File: src/rtl/axi_lite_regbank.sv
// AXI4-Lite slave register bank: CTRL_COUNT read/write control registers
// followed by STAT_COUNT read-only status words in the address map.
// Write and read paths are independent; each handles one outstanding
// transaction. Per-register pulses support trigger-on-write and
// clear-on-read behaviour in the user logic.
module axi_lite_regbank #(
  parameter int              DATA_W     = 32,
  parameter int              ADDR_W     = 12,
  parameter int              CTRL_COUNT = 16,
  parameter int              STAT_COUNT = 16,
  parameter logic [DATA_W-1:0] CTRL_RESET = '0
) (
  input  logic                         AXI_ACLK,
  input  logic                         AXI_ARESET,
  input  logic [ADDR_W-1:0]            AXI_AWADDR,
  input  logic                         AXI_AWVALID,
  output logic                         AXI_AWREADY,
  input  logic [DATA_W-1:0]            AXI_WDATA,
  input  logic [DATA_W/8-1:0]          AXI_WSTRB,
  input  logic                         AXI_WVALID,
  output logic                         AXI_WREADY,
  output logic [1:0]                   AXI_BRESP,
  output logic                         AXI_BVALID,
  input  logic                         AXI_BREADY,
  input  logic [ADDR_W-1:0]            AXI_ARADDR,
  input  logic                         AXI_ARVALID,
  output logic                         AXI_ARREADY,
  output logic [DATA_W-1:0]            AXI_RDATA,
  output logic [1:0]                   AXI_RRESP,
  output logic                         AXI_RVALID,
  input  logic                         AXI_RREADY,
  output logic [CTRL_COUNT*DATA_W-1:0] ctrl_regs,
  output logic [CTRL_COUNT-1:0]        ctrl_wr_pulse,
  input  logic [STAT_COUNT*DATA_W-1:0] stat_regs,
  output logic [STAT_COUNT-1:0]        stat_rd_pulse
);
  localparam int          STRB_W   = DATA_W / 8;
  localparam int          ADDR_LSB = $clog2(STRB_W);
  localparam int          IDX_W    = ADDR_W - ADDR_LSB;
  localparam int unsigned CTRL_N   = CTRL_COUNT;
  localparam int unsigned STAT_N   = STAT_COUNT;
  localparam logic [1:0]  OKAY     = 2'b00;
  localparam logic [1:0]  SLVERR   = 2'b10;

  logic                         started;
  logic                         aw_open, w_open, ar_open;
  logic                         aw_held, w_held;
  logic [IDX_W-1:0]             aw_idx_q;
  logic [DATA_W-1:0]            wdata_q;
  logic [STRB_W-1:0]            wstrb_q;
  logic [CTRL_COUNT*DATA_W-1:0] ctrl_q;
  logic                         bvalid, rvalid;
  logic [1:0]                   bresp, rresp;
  logic [DATA_W-1:0]            rdata;

  logic                         aw_hs, w_hs, ar_hs, commit, wr_ctrl;
  logic [IDX_W-1:0]             wr_idx;
  logic [31:0]                  wr_idx32, rd_idx32;
  logic [DATA_W-1:0]            wr_data, rd_word;
  logic [STRB_W-1:0]            wr_strb;
  logic                         rd_err;
  logic [STAT_COUNT-1:0]        rd_stat_hit;
  logic                         unused_addr_lsbs;

  assign unused_addr_lsbs = ^{AXI_AWADDR[ADDR_LSB-1:0], AXI_ARADDR[ADDR_LSB-1:0]};

  // Handshakes and commit: a held half combines with a live half arriving this edge.
  assign aw_hs    = AXI_AWVALID & aw_open;
  assign w_hs     = AXI_WVALID & w_open;
  assign ar_hs    = AXI_ARVALID & ar_open;
  assign commit   = (aw_hs | aw_held) & (w_hs | w_held);
  assign wr_idx   = aw_hs ? AXI_AWADDR[ADDR_W-1:ADDR_LSB] : aw_idx_q;
  assign wr_data  = w_hs ? AXI_WDATA : wdata_q;
  assign wr_strb  = w_hs ? AXI_WSTRB : wstrb_q;
  assign wr_idx32 = 32'(wr_idx);
  assign rd_idx32 = 32'(AXI_ARADDR[ADDR_W-1:ADDR_LSB]);
  assign wr_ctrl  = wr_idx32 < CTRL_N;

  // Write channel: capture each half, commit when both are in, hold B until accepted.
  always_ff @(posedge AXI_ACLK or posedge AXI_ARESET) begin
    if (AXI_ARESET) begin
      started  <= 1'b0;
      aw_open  <= 1'b0;
      w_open   <= 1'b0;
      aw_held  <= 1'b0;
      w_held   <= 1'b0;
      aw_idx_q <= '0;
      wdata_q  <= '0;
      wstrb_q  <= '0;
      bvalid   <= 1'b0;
      bresp    <= OKAY;
    end else if (!started) begin
      started <= 1'b1;
      aw_open <= 1'b1;
      w_open  <= 1'b1;
    end else begin
      if (aw_hs) begin
        aw_open  <= 1'b0;
        aw_idx_q <= AXI_AWADDR[ADDR_W-1:ADDR_LSB];
      end
      if (w_hs) begin
        w_open  <= 1'b0;
        wdata_q <= AXI_WDATA;
        wstrb_q <= AXI_WSTRB;
      end
      if (commit) begin
        aw_held <= 1'b0;
        w_held  <= 1'b0;
        bvalid  <= 1'b1;
        bresp   <= wr_ctrl ? OKAY : SLVERR;
      end else begin
        if (aw_hs) aw_held <= 1'b1;
        if (w_hs)  w_held  <= 1'b1;
      end
      if (bvalid && AXI_BREADY) begin
        bvalid  <= 1'b0;
        aw_open <= 1'b1;
        w_open  <= 1'b1;
      end
    end
  end

  // Control registers: byte-strobed update at commit plus a one-cycle write pulse.
  always_ff @(posedge AXI_ACLK or posedge AXI_ARESET) begin
    if (AXI_ARESET) begin
      ctrl_q        <= {CTRL_COUNT{CTRL_RESET}};
      ctrl_wr_pulse <= '0;
    end else begin
      for (int unsigned i = 0; i < CTRL_N; i++) begin
        ctrl_wr_pulse[i] <= commit && (wr_idx32 == i);
        for (int unsigned b = 0; b < STRB_W; b++) begin
          if (commit && (wr_idx32 == i) && wr_strb[b])
            ctrl_q[i*DATA_W + 8*b +: 8] <= wr_data[8*b +: 8];
        end
      end
    end
  end

  // Read decode: control word, sampled status word, or zero with an error flag.
  always_comb begin
    rd_word     = '0;
    rd_err      = 1'b1;
    rd_stat_hit = '0;
    for (int unsigned i = 0; i < CTRL_N; i++) begin
      if (rd_idx32 == i) begin
        rd_word = ctrl_q[i*DATA_W +: DATA_W];
        rd_err  = 1'b0;
      end
    end
    for (int unsigned j = 0; j < STAT_N; j++) begin
      if (rd_idx32 == CTRL_N + j) begin
        rd_word        = stat_regs[j*DATA_W +: DATA_W];
        rd_err         = 1'b0;
        rd_stat_hit[j] = 1'b1;
      end
    end
  end

  // Read channel: load R on the AR edge, hold until accepted, then reopen AR.
  always_ff @(posedge AXI_ACLK or posedge AXI_ARESET) begin
    if (AXI_ARESET) begin
      ar_open       <= 1'b0;
      rvalid        <= 1'b0;
      rresp         <= OKAY;
      rdata         <= '0;
      stat_rd_pulse <= '0;
    end else begin
      stat_rd_pulse <= '0;
      if (!started) begin
        ar_open <= 1'b1;
      end else if (ar_hs) begin
        ar_open       <= 1'b0;
        rvalid        <= 1'b1;
        rdata         <= rd_word;
        rresp         <= rd_err ? SLVERR : OKAY;
        stat_rd_pulse <= rd_stat_hit;
      end else if (rvalid && AXI_RREADY) begin
        rvalid  <= 1'b0;
        ar_open <= 1'b1;
      end
    end
  end

  assign AXI_AWREADY = aw_open;
  assign AXI_WREADY  = w_open;
  assign AXI_BVALID  = bvalid;
  assign AXI_BRESP   = bresp;
  assign AXI_ARREADY = ar_open;
  assign AXI_RVALID  = rvalid;
  assign AXI_RRESP   = rresp;
  assign AXI_RDATA   = rdata;
  assign ctrl_regs   = ctrl_q;

endmodule
File: config.mk
export PLATFORM = sky130hd
export DESIGN_NAME = axi_lite_regbank
export DESIGN_NICKNAME = d
export VERILOG_FILES = /design/src/rtl/axi_lite_regbank.sv
export SDC_FILE = /design/constraint.sdc
export NUM_CORES = 1
export LEC_CHECK = 0
export ABC_AREA = 0
export BUFFER_PORTS_ARGS = -buffer_cell sky130_fd_sc_hd__buf_4
export CAP_MARGIN = 10
export CORE_AREA = 2 2 449 451
export CTS_BUF_LIST = sky130_fd_sc_hd__clkbuf_16
export CTS_CLUSTER_DIAMETER = 60
export DETAILED_ROUTE_END_ITERATION = 7
export DIE_AREA = 0 0 451 453
export PLACE_DENSITY = 0.35
export SYNTH_ARGS = -nofsm -noshare
export SYNTH_HDL_FRONTEND = slang
export SYNTH_SLANG_ARGS = --single-unit
File: constraint.sdc
create_clock -name AXI_ACLK -period 22.4 [get_ports AXI_ACLK]
set_clock_uncertainty 0.05 [all_clocks]
set_input_delay 1.12 -clock AXI_ACLK [delete_from_list [all_inputs] [get_ports AXI_ACLK]]
set_output_delay 1.12 -clock AXI_ACLK [all_outputs]
set_load 0.01 [all_outputs]
==> flow_metrics.tcl <==
set metrics [dict create \
    cts_root_buf "clkbuf_16" \
    ff2ff_path_depth 7 \
    yosys-top-cells-count "nor2_1, a21oi_1, dfrtp_1" \
    cp.required_ps 23000 \
    yosysTopAreaCell "dfrtp_1" \
    ir_worst_vdd_v 0.0000545 \
    grt_max_degree 96 \
    post-cts-setup-buffer-count 0 \
    worst-path-stages 13 \
    firstDrtPassIters 6 \
    synth_edf_count 0 \
    drive_above_1_share_pct 34.2 \
    critPathLaunch "AXI_ARADDR[3]" \
    wire_per_inst_um 36.7 \
    min_path_type "input port to asynchronous set/reset pin" \
    die_h_um 453 \
    path_max_fanout 43 \
    antenna_found_initial 60 \
    fmax_ghz 0.172 \
    area_delta_synth_final_pct 49.5 \
    synthTopCellsByArea "dfrtp_1, a21oi_1, nor2_1, o21ai_0, nand2_1" \
    syn_area_per_cell_um2 8.82 \
    tns_ps 0 \
    insertion_delay_ps 760 \
    outcome "completed" \
    final_cells 7569 \
    crit_path_start_kind "input port" \
    critical_path_buf_inv_count 4 \
    placed_area_um2 44600 \
    die_w_um 451 \
    r2r_start "AXI_WREADY" \
    io_buffers 1157 \
    hold_viol 0 \
    clkTransAtPathRegs_ps 50 \
    final_max_slew_viol_count 0 \
    clk_path_buf_depth 3 \
    yosysWarnings 0 \
    core_um2 199000 \
    finalNetCount 5373 \
    fin_area_um2 48200 \
    crit_path_cell_trace "clkbuf_8 -> buf_4 -> buf_4 -> nand4b_2 -> nor3_4 -> buf_4 -> a211oi_1 -> o21ai_0 -> a21oi_1 -> o21ai_1 -> a21oi_1 -> o31a_1 -> o21ai_1" \
    grtUsageTotal_pct 26.1 \
    critPathTopFamily "buffers and inverters" \
    synth.most_common_cell "nor2_1" \
    min_period_over_period_pct 25.9 \
    syn_area_um2 32200 \
    worst_pin_slew_ps 1220 \
    p_leak_nw 22.4 \
    die_area_um2 204000 \
    clock_sinks 632 \
    postLayoutCoreUtil_pct 24.2 \
    relSlewSlack_pct 18.0 \
    io-pin-count 1164 \
    dp_hpwl_mm 221 \
    cts_tree "built" \
    setup_viol 0 \
    gp_congestion 0.925 \
    drt_iter0_markers 3098 \
    ctsHoldBuffers 0 \
    slowest_delay_ps 830 \
    maxCapViolations 0 \
    grt_pass1_wl_mm 358 \
    drt_wl_total_mm 278 \
    worstPathArrival_ps 6400 \
    rsz0062_at_grt "no" \
    pwr_density_cell_nw_per_um2 75.0 \
    ys_seq_area_share_pct 49.1 \
    r2r_slack_ps 18780 \
    fin_crit_ps 5800 \
    cts_buffers 105 \
    ys_types 83 \
    endpoint_kind "register" \
    whs_ps 437 \
    crit_slowest_cell "nand4b_2" \
    route.vias.total 36000 \
    overflow 0 \
    yosysTopAreaCellShare_pct 49.1 \
    initial_core_util_pct 16.2 \
    cp_common_cell "buf_4" \
    via_per_inst 4.75 \
    dp_cells 7338 \
    synth-main-ff-cell "dfrtp_1" \
    drcViolationCount 0 \
    cts-resized-gates 0 \
    antenna_left 0 \
    synth_cells 3654 \
    cts_max_level 3 \
    crit_type "input port to register" \
    synthArstFlopShare_pct 100 \
    grt_pass1_vias 35600 \
    ys_seq_elements 632 \
    rows 164 \
]
## registers in the layout, indices dropped and copies added (netlist names), 4 cells and up
name           count
stat_rd_pulse     16
ctrl_regs        512
wstrb_q            4
AXI_RDATA         32
wdata_q           32
ctrl_wr_pulse     16
aw_idx_q          10
## kinds of logic after synthesis
logic type,after synthesis,synth area share (%)
mux,136,4.50
buf+inv,317,4.34
other cells,2,0.0233
compound gates,1402,26.4
flops,632,49.1
simple gates,1165,15.7
## metal layers
metal	vias up	global-route usage [%]	share of wire, %
li1	15700	-	-
met1	18200	29.3	37
met2	1580	45.2	50
met3	450	5.75	6.2
met4	10	15.8	6.7
met5	-	0	0.019
## final cells by class
cell class	count	area (µm²)
Fill cell	21900	151000
Sequential cell	632	15800
Multi-Input combinational cell	2706	15500
Timing Repair Buffer	1323	9960
Tap cell	2656	3320
Clock buffer	106	2650
Clock inverter	82	742
Inverter	26	108
Antenna cell	38	95.1
## cells in the final DEF (no fill, tap or decap), types with 14 or more instances in the layout
cell type / n
o22ai_1: 103
o21ai_0: 204
nand2b_1: 18
nand3_1: 34
a221oi_1: 87
a31oi_1: 24
mux2_2: 61
nor2_2: 17
o221ai_1: 61
a211oi_1: 20
nor4_1: 19
nor2_1: 683
buf_4: 1318
diode_2: 38
nor3_1: 46
dfrtp_1: 632
clkbuf_16: 106
o211ai_1: 19
mux2i_2: 26
nand2_1: 214
mux2i_1: 39
or3_1: 20
nor2_4: 14
inv_1: 40
a21oi_1: 672
nand4_1: 14
o2111ai_1: 14
a221o_1: 16
a22oi_1: 53
## power by group
group          switching, mW  internal (mW)
clock                  0.658          0.965
sequential            0.0821           1.23
combinational          0.425          0.255
## worst paths after layout
kind	endpoint
worst max-delay path	AXI_RDATA[13]
worst min-delay path	ctrl_regs[22]
worst max register to register	ctrl_regs[350]
worst min register to register	aw_idx_q[9]
max in group asynchronous	stat_rd_pulse[14]
min in group AXI_ACLK	aw_idx_q[9]
## stage by stage
step	power, mW	setup slack [ps]
final	3.61	16600
after global routing	3.74	16390
after CTS	3.66	16640
after detailed placement	2.01	15850
after global placement	2.01	15900
after floorplan	1.55	3530
(Power assumes the default switching activity.)
